File: src/rtl/vma_div_pkg.sv
// Shared types and helpers for the vector-lane divider (div_rem).
// The optional signed mode is selected with the VMA_DIV_SIGNED_EN macro.
package vma_div_pkg;

    typedef enum logic [1:0] {
        IDLE = 2'd0,
        BUSY = 2'd1,
        DONE = 2'd2
    } div_state_e;

    // Width of the iteration counter that walks the vdw_p quotient bits.
    function automatic int cnt_width(input int w);
        int r;
        r = $clog2(w);
        if (r < 1) begin
            r = 1;
        end else begin
            r = r;
        end
        return r;
    endfunction

endpackage

File: src/rtl/div_rem_step.sv
// One restoring-division iteration: shift in the next dividend bit, then
// subtract the divisor when the partial remainder is large enough.
module div_rem_step #(
    parameter int vdw_p = 32
) (
    input  logic [vdw_p:0]   rem,
    input  logic             dvd_msb,
    input  logic [vdw_p-1:0] divisor,
    output logic [vdw_p:0]   next_rem,
    output logic             q_bit
);

    logic [vdw_p:0] shifted_s;
    logic [vdw_p:0] divisor_ext_s;
    logic [vdw_p:0] diff_s;

    // Trial subtraction runs one bit wider than the operands so it cannot overflow.
    always_comb begin
        shifted_s     = (rem << 1'b1) | {{vdw_p{1'b0}}, dvd_msb};
        divisor_ext_s = {1'b0, divisor};
        diff_s        = shifted_s - divisor_ext_s;
        if (shifted_s >= divisor_ext_s) begin
            next_rem = diff_s;
            q_bit    = 1'b1;
        end else begin
            next_rem = shifted_s;
            q_bit    = 1'b0;
        end
    end

endmodule

File: src/rtl/div_rem.sv
// Iterative radix-2 restoring divider with valid/ready operand and valid/yumi result handshakes.
// Define VMA_DIV_SIGNED_EN to add the signed_i port and two's-complement division.
module div_rem
    import vma_div_pkg::*;
#(
    parameter int vdw_p = 32
) (
    input  logic             clk_i,
    input  logic             reset_n_i,
    input  logic             v_i,
    output logic             ready_o,
    input  logic [vdw_p-1:0] dividend_i,
    input  logic [vdw_p-1:0] divisor_i,
`ifdef VMA_DIV_SIGNED_EN
    input  logic             signed_i,
`endif
    output logic             v_o,
    input  logic             yumi_i,
    output logic [vdw_p-1:0] quotient_o,
    output logic [vdw_p-1:0] remainder_o,
    output logic             div_zero_o
);

    localparam int                     cnt_w_c    = cnt_width(vdw_p);
    localparam logic [cnt_w_c-1:0]     cnt_last_c = cnt_w_c'(vdw_p - 1);
    localparam logic [cnt_w_c-1:0]     cnt_one_c  = cnt_w_c'(1'b1);
    localparam logic [vdw_p-1:0]       one_c      = vdw_p'(1'b1);

    div_state_e          state_r;
    logic [cnt_w_c-1:0]  cnt_r;
    logic [vdw_p:0]      rem_r;
    logic [vdw_p-1:0]    dvq_r;
    logic [vdw_p-1:0]    divisor_r;
    logic                neg_q_r;
    logic                neg_r_r;

    logic                op_signed_s;
    logic                dvd_neg_s;
    logic                dsr_neg_s;
    logic [vdw_p-1:0]    abs_dvd_s;
    logic [vdw_p-1:0]    abs_dsr_s;
    logic [vdw_p:0]      step_rem_s;
    logic                step_q_s;
    logic [vdw_p-1:0]    q_raw_s;
    logic [vdw_p-1:0]    q_fix_s;
    logic [vdw_p-1:0]    r_fix_s;

    // Operand magnitudes and signs captured at accept time.
    always_comb begin
`ifdef VMA_DIV_SIGNED_EN
        op_signed_s = signed_i;
`else
        op_signed_s = 1'b0;
`endif
        dvd_neg_s = op_signed_s & dividend_i[vdw_p-1];
        dsr_neg_s = op_signed_s & divisor_i[vdw_p-1];
        if (dvd_neg_s) begin
            abs_dvd_s = ~dividend_i + one_c;
        end else begin
            abs_dvd_s = dividend_i;
        end
        if (dsr_neg_s) begin
            abs_dsr_s = ~divisor_i + one_c;
        end else begin
            abs_dsr_s = divisor_i;
        end
    end

    div_rem_step #(
        .vdw_p(vdw_p)
    ) u_step (
        .rem     (rem_r),
        .dvd_msb (dvq_r[vdw_p-1]),
        .divisor (divisor_r),
        .next_rem(step_rem_s),
        .q_bit   (step_q_s)
    );

    // Sign fixup of the final iteration; the most-negative / -1 case falls out unchanged.
    always_comb begin
        q_raw_s = {dvq_r[vdw_p-2:0], step_q_s};
        if (neg_q_r) begin
            q_fix_s = ~q_raw_s + one_c;
        end else begin
            q_fix_s = q_raw_s;
        end
        if (neg_r_r) begin
            r_fix_s = ~step_rem_s[vdw_p-1:0] + one_c;
        end else begin
            r_fix_s = step_rem_s[vdw_p-1:0];
        end
    end

    // Control FSM, iteration datapath and registered result outputs.
    always_ff @(posedge clk_i or negedge reset_n_i) begin
        if (!reset_n_i) begin
            state_r     <= IDLE;
            cnt_r       <= {cnt_w_c{1'b0}};
            rem_r       <= {(vdw_p + 1){1'b0}};
            dvq_r       <= {vdw_p{1'b0}};
            divisor_r   <= {vdw_p{1'b0}};
            neg_q_r     <= 1'b0;
            neg_r_r     <= 1'b0;
            ready_o     <= 1'b1;
            v_o         <= 1'b0;
            quotient_o  <= {vdw_p{1'b0}};
            remainder_o <= {vdw_p{1'b0}};
            div_zero_o  <= 1'b0;
        end else begin
            case (state_r)
                IDLE: begin
                    if (v_i && ready_o) begin
                        ready_o <= 1'b0;
                        if (divisor_i == {vdw_p{1'b0}}) begin
                            quotient_o  <= {vdw_p{1'b1}};
                            remainder_o <= dividend_i;
                            div_zero_o  <= 1'b1;
                            v_o         <= 1'b1;
                            state_r     <= DONE;
                        end else begin
                            dvq_r     <= abs_dvd_s;
                            divisor_r <= abs_dsr_s;
                            rem_r     <= {(vdw_p + 1){1'b0}};
                            neg_q_r   <= dvd_neg_s ^ dsr_neg_s;
                            neg_r_r   <= dvd_neg_s;
                            cnt_r     <= {cnt_w_c{1'b0}};
                            state_r   <= BUSY;
                        end
                    end
                end
                BUSY: begin
                    // Dividend bits shift out the top while quotient bits shift in at the bottom.
                    rem_r <= step_rem_s;
                    dvq_r <= q_raw_s;
                    if (cnt_r == cnt_last_c) begin
                        cnt_r       <= {cnt_w_c{1'b0}};
                        quotient_o  <= q_fix_s;
                        remainder_o <= r_fix_s;
                        div_zero_o  <= 1'b0;
                        v_o         <= 1'b1;
                        state_r     <= DONE;
                    end else begin
                        cnt_r <= cnt_r + cnt_one_c;
                    end
                end
                DONE: begin
                    if (yumi_i) begin
                        v_o     <= 1'b0;
                        ready_o <= 1'b1;
                        state_r <= IDLE;
                    end
                end
                default: begin
                    state_r <= IDLE;
                    cnt_r   <= {cnt_w_c{1'b0}};
                    ready_o <= 1'b1;
                    v_o     <= 1'b0;
                end
            endcase
        end
    end

endmodule

File: config.mk
export PLATFORM = sky130hd
export DESIGN_NAME = div_rem
export DESIGN_NICKNAME = d
export VERILOG_FILES = /design/src/rtl/vma_div_pkg.sv /design/src/rtl/div_rem_step.sv /design/src/rtl/div_rem.sv
export SDC_FILE = /design/constraint.sdc
export NUM_CORES = 1
export LEC_CHECK = 0
export ABC_AREA = 1
export CORE_MARGIN = 2
export CORE_UTILIZATION = 35
export CTS_BUF_LIST = sky130_fd_sc_hd__clkbuf_16
export DETAILED_ROUTE_END_ITERATION = 10
export SLEW_MARGIN = 30
export SYNTH_ARGS = -nofsm -noshare
export SYNTH_HDL_FRONTEND = slang
export SYNTH_SLANG_ARGS = --single-unit
File: constraint.sdc
create_clock -name clk_i -period 2.6 [get_ports clk_i]
set_input_delay 0.52 -clock clk_i [delete_from_list [all_inputs] [get_ports clk_i]]
set_output_delay 0.52 -clock clk_i [all_outputs]
set_load 0.005 [all_outputs]
Word-level counts from Yosys, hierarchy flattened
Cells that the tools add are included.
W data, S select, Z words.
- bits in registers: 170
- input bits: 68
- output and inout bits: 67
- word-level logic and storage cells: 71
- $add $sub $neg: 2
- magnitude comparators: 1
- equal/unequal tests: 8
- mux-type cells: 35
- bitwise gates (word level): 4
- reduce and logical (&&, ||, !) cells: 11
- operators with widths (kind ; count):
    $mux W32 ; 11
    $pmux W32 S2 ; 4
    $ge A33 B32 Y1 ; 1
    $or A33 B1 Y33 ; 1
    $logic_not A32 Y1 ; 1
    $sub A32 B32 Y32 ; 1
    $mux W5 ; 3
    $pmux W5 S3 ; 1
    $reduce_and A3 Y1 ; 5
    $ne A2 B2 Y1 const B ; 5
    $mux W1 ; 8
    $mux W2 ; 4
    $reduce_and A4 Y1 ; 2
    $pmux W1 S3 ; 2
    $pmux W2 S3 ; 1
    $add A5 B1 Y5 const B ; 1
    $eq A5 B5 Y1 const B ; 1
    $not A1 Y1 ; 3
    $eq A2 B1 Y1 const B ; 1
    $eq A2 B2 Y1 const B ; 1
    $logic_not A2 Y1 ; 1
    $pmux W1 S2 ; 1
    $reduce_bool A2 Y1 ; 1
    $logic_and A1 B1 Y1 ; 1

Longest topological paths before layout
- word-level depth: 5
- gate-level depth with buffers: 17
- mapped depth without buffers: 17

Hierarchy
A second synthesis with hierarchy kept.
- cell total of the unflattened synthesis: 1643
- area, all modules: 10892.9 um^2
- by module, submodules not included (module ; instances ; cells each ; area an instance (um^2) ; seq. area each (um^2)):
    div_rem ; 1 ; 964 ; 7582.3 ; 4280.4
    div_rem_step ; 1 ; 679 ; 3310.7 ; 0.0

Worst setup path before layout
Ideal clock, no wire load.
- path kind: reg2reg
- start: register cnt_r[0]
- end: register remainder_o[15]
- library setup time: 0.113 ns
- arrival: 1.863 ns
- data required time: 2.487 ns
- path slack: 0.625 ns
- stages on the path, launching flop included: 14
- path buffers: 2
- clock period less this slack: 1.975 ns
- path through: dfrtp_1 -> ha_1 -> nand2_1 -> nor2_1 -> ha_1 -> inv_1 -> o22ai_1 -> nand2_2 -> inv_2 -> buf_4 -> buf_2 -> or2_2 -> nand2_1 -> inv_1
- longest elaborated chain between the ends: 3
- ends and longest elaborated chain (what ; line ; RTL):
    start, declared ; div_rem.sv:30 ; logic [cnt_w_c-1:0] cnt_r;
    start signal, assigned ; div_rem.sv:98 ; cnt_r <= {cnt_w_c{1'b0}};
    start signal, assigned ; div_rem.sv:126 ; cnt_r <= {cnt_w_c{1'b0}};
    start signal, assigned ; div_rem.sv:136 ; cnt_r <= {cnt_w_c{1'b0}};
    $eq A5 B5 Y1 ; div_rem.sv:135 ; if (cnt_r == cnt_last_c) begin
    $ne A2 B2 Y1 (no source line) ; n/a ;
    $reduce_and A4 Y1 (no source line) ; n/a ;
    end signal, assigned ; div_rem.sv:107 ; remainder_o <= {vdw_p{1'b0}};
    end signal, assigned ; div_rem.sv:116 ; remainder_o <= dividend_i;
    end signal, assigned ; div_rem.sv:138 ; remainder_o <= r_fix_s;
    end, declared ; div_rem.sv:20 ; output logic [vdw_p-1:0] remainder_o,
No other way between the ends.
A chain may end at the register's enable or synchronous reset.

Final worst setup path
- start: register dvq_r[31]
- end: register remainder_o[20]
- longest elaborated chain between the ends: 5
- elaborated cells between the ends (all ways): 6
- classes of those cells: add/sub (1); order compare (1); mux (3); bitwise (1)
- ends and longest elaborated chain (what ; line ; RTL):
    start, declared ; div_rem.sv:32 ; logic [vdw_p-1:0] dvq_r;
    start signal, assigned ; div_rem.sv:100 ; dvq_r <= {vdw_p{1'b0}};
    start signal, assigned ; div_rem.sv:121 ; dvq_r <= abs_dvd_s;
    start signal, assigned ; div_rem.sv:134 ; dvq_r <= q_raw_s;
    $or A33 B1 Y33 * ; div_rem_step.sv:19 ; shifted_s = (rem << 1'b1) | {{vdw_p{1'b0}}, dvd_msb};
    $sub A32 B32 Y32 or $ge A33 B32 Y1 (tied branches) ; div_rem_step.sv:21, div_rem_step.sv:22 ;
    $mux W32 * ; div_rem_step.sv:22 ; if (shifted_s >= divisor_ext_s) begin
    $mux W32 * ; div_rem.sv:135 ;
    $pmux W32 S2 * ; div_rem.sv:110 ; case (state_r)
Mark *: on every way between the ends. The rest lies on a longest branch, timed or not. The select of a mux whose other input is x is not followed.

==> flow_summary_export.csv <==
group,metric,value,unit
run_status,outcome,"finished clean",
route,drt_first_pass_iters,5,
synthesis,ys_top_cells_by_area,"dfrtp_1 (39%), nand2_1 (13%), inv_1 (9.7%), nand3_1 (6.1%), nor2_1 (4.5%)",
synthesis,yosys_register_bits,170,
route,drtIter0Drc,667,
die,die_y,179,µm
global_route,grt_pass1_wl,52.5,mm
worst_setup_path,crit_fanout,4,
worst_setup_path,end_kind,"register",
global_route,gr-total-overflow,0,
synthesis,syn-num-nets,1611,
finish,nFillCells,3114,
timing,relSlewSlack,42.6,%
timing,rsz0062_at_grt,"no",
place,gp_congestion,0.886,
die,start_util,35.3,%
clock_tree,htree_levels,4,
synthesis,yosysSeqAreaShare,39.7,%
die,num_rows,64,
place,hpwl,25.2,mm
finish,n_antenna_cell,0,
worst_setup_path,startpoint,"dvq_r[31]",
synthesis,netlist_instances,1508,
timing,hold_slack,0.492,ns
pwr,p_leak,7.00,nW
synthesis,yosys_warnings,0,
pwr,p_per_area,1320,nW/µm²
die,ios,135,
worst_setup_path,path_class,"reg -> reg",
synthesis,synthDistinctLibCells,41,
pwr,seqPwrFrac,24.4,%
synthesis,yosysTopAreaCell,"dfrtp_1",
timing,min_period,2.44,ns
worst_setup_path,r2r_cells,16,
timing,finalMaxSlewViolations,0,
route,finalWirelength,32.6,mm
clock_tree,root_buffer,"clkbuf_16",
timing,fin_skew,0.0295,ns
clock_tree,clk_path_buf_depth,2,
route,antenna_left,0,
clock_tree,clkSinkCount,170,
finish,drive_gt1_share,11.7,%
pwr,switching_share,49.8,%
synthesis,syn-cell-area,10700,µm²
worst_setup_path,crit_path_top_delay_cell,"fa_1",
route,wl_per_cell,15.7,µm
finish,area_growth_syn_to_layout,26.5,%
pwr,p_sw,0.00889,W
timing,setup_viol,0,
clock_tree,cts_tree,"built",
global_route,first_global_vias,9889,
timing,clock.fmax,0.409,GHz
synthesis,synth_top_area_share,39.5,%
clock_tree,clk_pin_slew,0.08,ns
die,coreArea,30300,µm²
worst_setup_path,timing.rr.start,"dvq_r[31]",
worst_setup_path,crit_path_end,"remainder_o[20]",
synthesis,post_synth.cell_area_avg,7.10,µm²
worst_setup_path,worstPathArrival,2.79,ns
timing,period_share,94.0,%
clock_tree,clkLatencyLatePin,0.44,ns
hold_path,hold_class,"reg -> reg",
global_route,grt_usage,21.1,%
worst_setup_path,path_common_cell,"nand2_1",
worst_setup_path,cp.required,2.95,ns
worst_setup_path,slowest_delay,0.40,ns
pwr,cell_internal_pwr,0.00896,W
global_route,grt_max_degree,68,
place,io_buffers,134,
worst_setup_path,startpoint_type,"register",
worst_setup_path,r2r-end,"remainder_o[20]",
worst_setup_path,reg2reg_setup_slack,0.16,ns
route,drt-vias-per-instance,4.82,
route,vias,10000,
pwr,ir_drop,0.594,mV
pwr,p_clk_share,14.7,%
timing,tightestPinTransition,0.860,ns
flow_run,drv_cap,0,
timing,hold_viol_final,0,
pwr,pwr-share-comb,60.9,%
die,dieArea,32000,µm²
global_route,antenna_found_initial,0,
finish,postLayoutCoreUtil,44.6,%
clock_tree,cts_made_buffers,17,
finish,nets,1775,
worst_setup_path,crit_chain,"inv_1 > ha_1 > inv_1 > fa_1 > nand2_1 > nand2_1 > nand3_1 > nand3_1 > nand2_1 > nand2_1 > nand2_1 > nand2_1 > nand3_2 > nand3_1 > nand2_1 > inv_1",
die,fp.dieW,179,µm
route,drc,0,
cells in the mapped netlist:
master    number
buf_1          3
nand2_4        1
nor3_2         1
a22o_1         2
nor3_4         1
a21o_1         2
and2_1         7
ha_1          34
nand2_2        8
or2_1         15
nor3_1         7
buf_8          1
nand3_1      131
clkbuf_1      20
nand2_1      370
nor2_8         2
or2_2         19
o21ai_1       33
buf_2         23
nor4_1         4
inv_2         15
buf_4          6
fa_1           1
xor2_1        14
o21ai_0       50
dfrtp_1      169
mux2_2         1
nand3_2       29
xnor2_1        1
a21oi_1       69
nor2_1       128
nand4_1       48
nor2_2         8
nand3_4        1
o22ai_1        1
a31oi_1        2
dfstp_2        1
inv_1        276
nor2_4         1
nand2_8        1
buf_12         2
worst min-delay path by stage:
stage / from / endpoint / slack [ns] / depth (start not counted)
final: divisor_r[24] / divisor_r[24] / 0.49 / 2
after global routing: divisor_r[24] / divisor_r[24] / 0.52 / 2
after CTS: divisor_r[24] / divisor_r[24] / 0.49 / 2
after detailed placement: reset_n_i / divisor_r[7] / 0.40 / 1
after global placement: reset_n_i / divisor_r[7] / 0.40 / 1
after floorplan: reset_n_i / cnt_r[0] / 0.22 / 0
cell usage in the layout, fill, tap and decap left out, types with 2 or more instances in the layout:
master,instances
dfrtp_1,169
nor2_2,10
and2_1,7
ha_1,29
nand4_1,48
buf_6,2
ha_4,2
clkbuf_16,17
or2_1,15
inv_1,276
o21ai_0,50
nand3_2,29
nand3_1,131
a31oi_1,2
clkinv_4,2
buf_12,11
o21ai_1,33
a21oi_1,69
nor3_1,7
nand2_1,368
xor2_1,14
buf_4,52
nor2_8,2
inv_6,3
a21o_1,2
clkdlybuf4s50_1,133
inv_8,2
a22o_1,2
nor2_1,125
nor4_1,4
nand2_2,10
ha_2,3
inv_2,16
nor2_4,2
clkinv_8,7
or2_2,19
per-stage QoR:
step / power, W / TNS, ns / cells / setup WS [ns] / area (µm²)
6_report: 0.0179 / 0 / 2081 / 0.156 / 13600
5_1_grt: 0.0195 / 0 / 2081 / 0.00484 / 13600
4_1_cts: 0.0178 / 0 / 2081 / 0.0898 / 13500
3_5_place_dp: 0.0151 / -30.84 / 2048 / -0.280 / 12900
3_3_place_gp: 0.0150 / -38.70 / 2048 / -0.315 / 12900
2_1_floorplan: 0.0116 / 0 / 1508 / 0.625 / 10700
sequential cells by signal (all words and copies together) (netlist names):
| register | cells |
|---|---|
| divisor_r | 32 |
| dvq_r | 32 |
| quotient_o | 32 |
| rem_r | 32 |
| remainder_o | 32 |
| cnt_r | 5 |
| state_r | 2 |
| div_zero_o | 1 |
| ready_o | 1 |
| v_o | 1 |
layout make-up:
class / instances / area (µm²) / area share, %
Timing Repair Buffer: 200 / 1990 / 14.7
Sequential cell: 170 / 4260 / 31.4
Multi-Input combinational cell: 992 / 5110 / 37.7
Clock inverter: 15 / 184 / 1.36
Tap cell: 396 / 495 / 3.66
Inverter: 291 / 1090 / 8.06
Clock buffer: 17 / 425 / 3.14
critical path, delay by kind of cell (launching register included):
kind | cells | cell delay (ns)
adders and majority gates | 2 | 0.56
and+or+nand+nor | 11 | 1.18
DFF | 1 | 0.38
buffers and inverters | 3 | 0.22
power groups by stage:
stage	logic [W]	clock network [W]	registers, W
global placement	0.0106	0	0.00438
global route	0.0122	0.00278	0.00446
finish	0.0109	0.00262	0.00436
detailed placement	0.0107	0	0.00438
CTS	0.0108	0.00268	0.00434
floorplan	0.00751	0	0.00413
per-layer routing:
metal  vias to the layer above  wire, µm  track usage [%]
met5                         -         0                0
met4                         0       444             5.15
met3                        27      1590             3.60
met2                       243     14800             33.6
met1                      4718     15700             29.9
li1                       5048         -                -
what timing repair did:
item                                   4_1_cts  5_1_grt
endpoints found under the hold margin       18        0
gates resized for setup                      0       11
hold buffers                                 1        0
setup endpoints to repair                    0       36
setup buffers                                0        0
cells by family after synthesis:
kind of cell	share of synthesized area, %
xor+xnor	1.23
buf+inv	13.0
fa+ha+maj	4.16
compound gates	7.58
mux	0.105
simple gates	34.2
flops	39.7
Power figures use the tool's default switching activity.
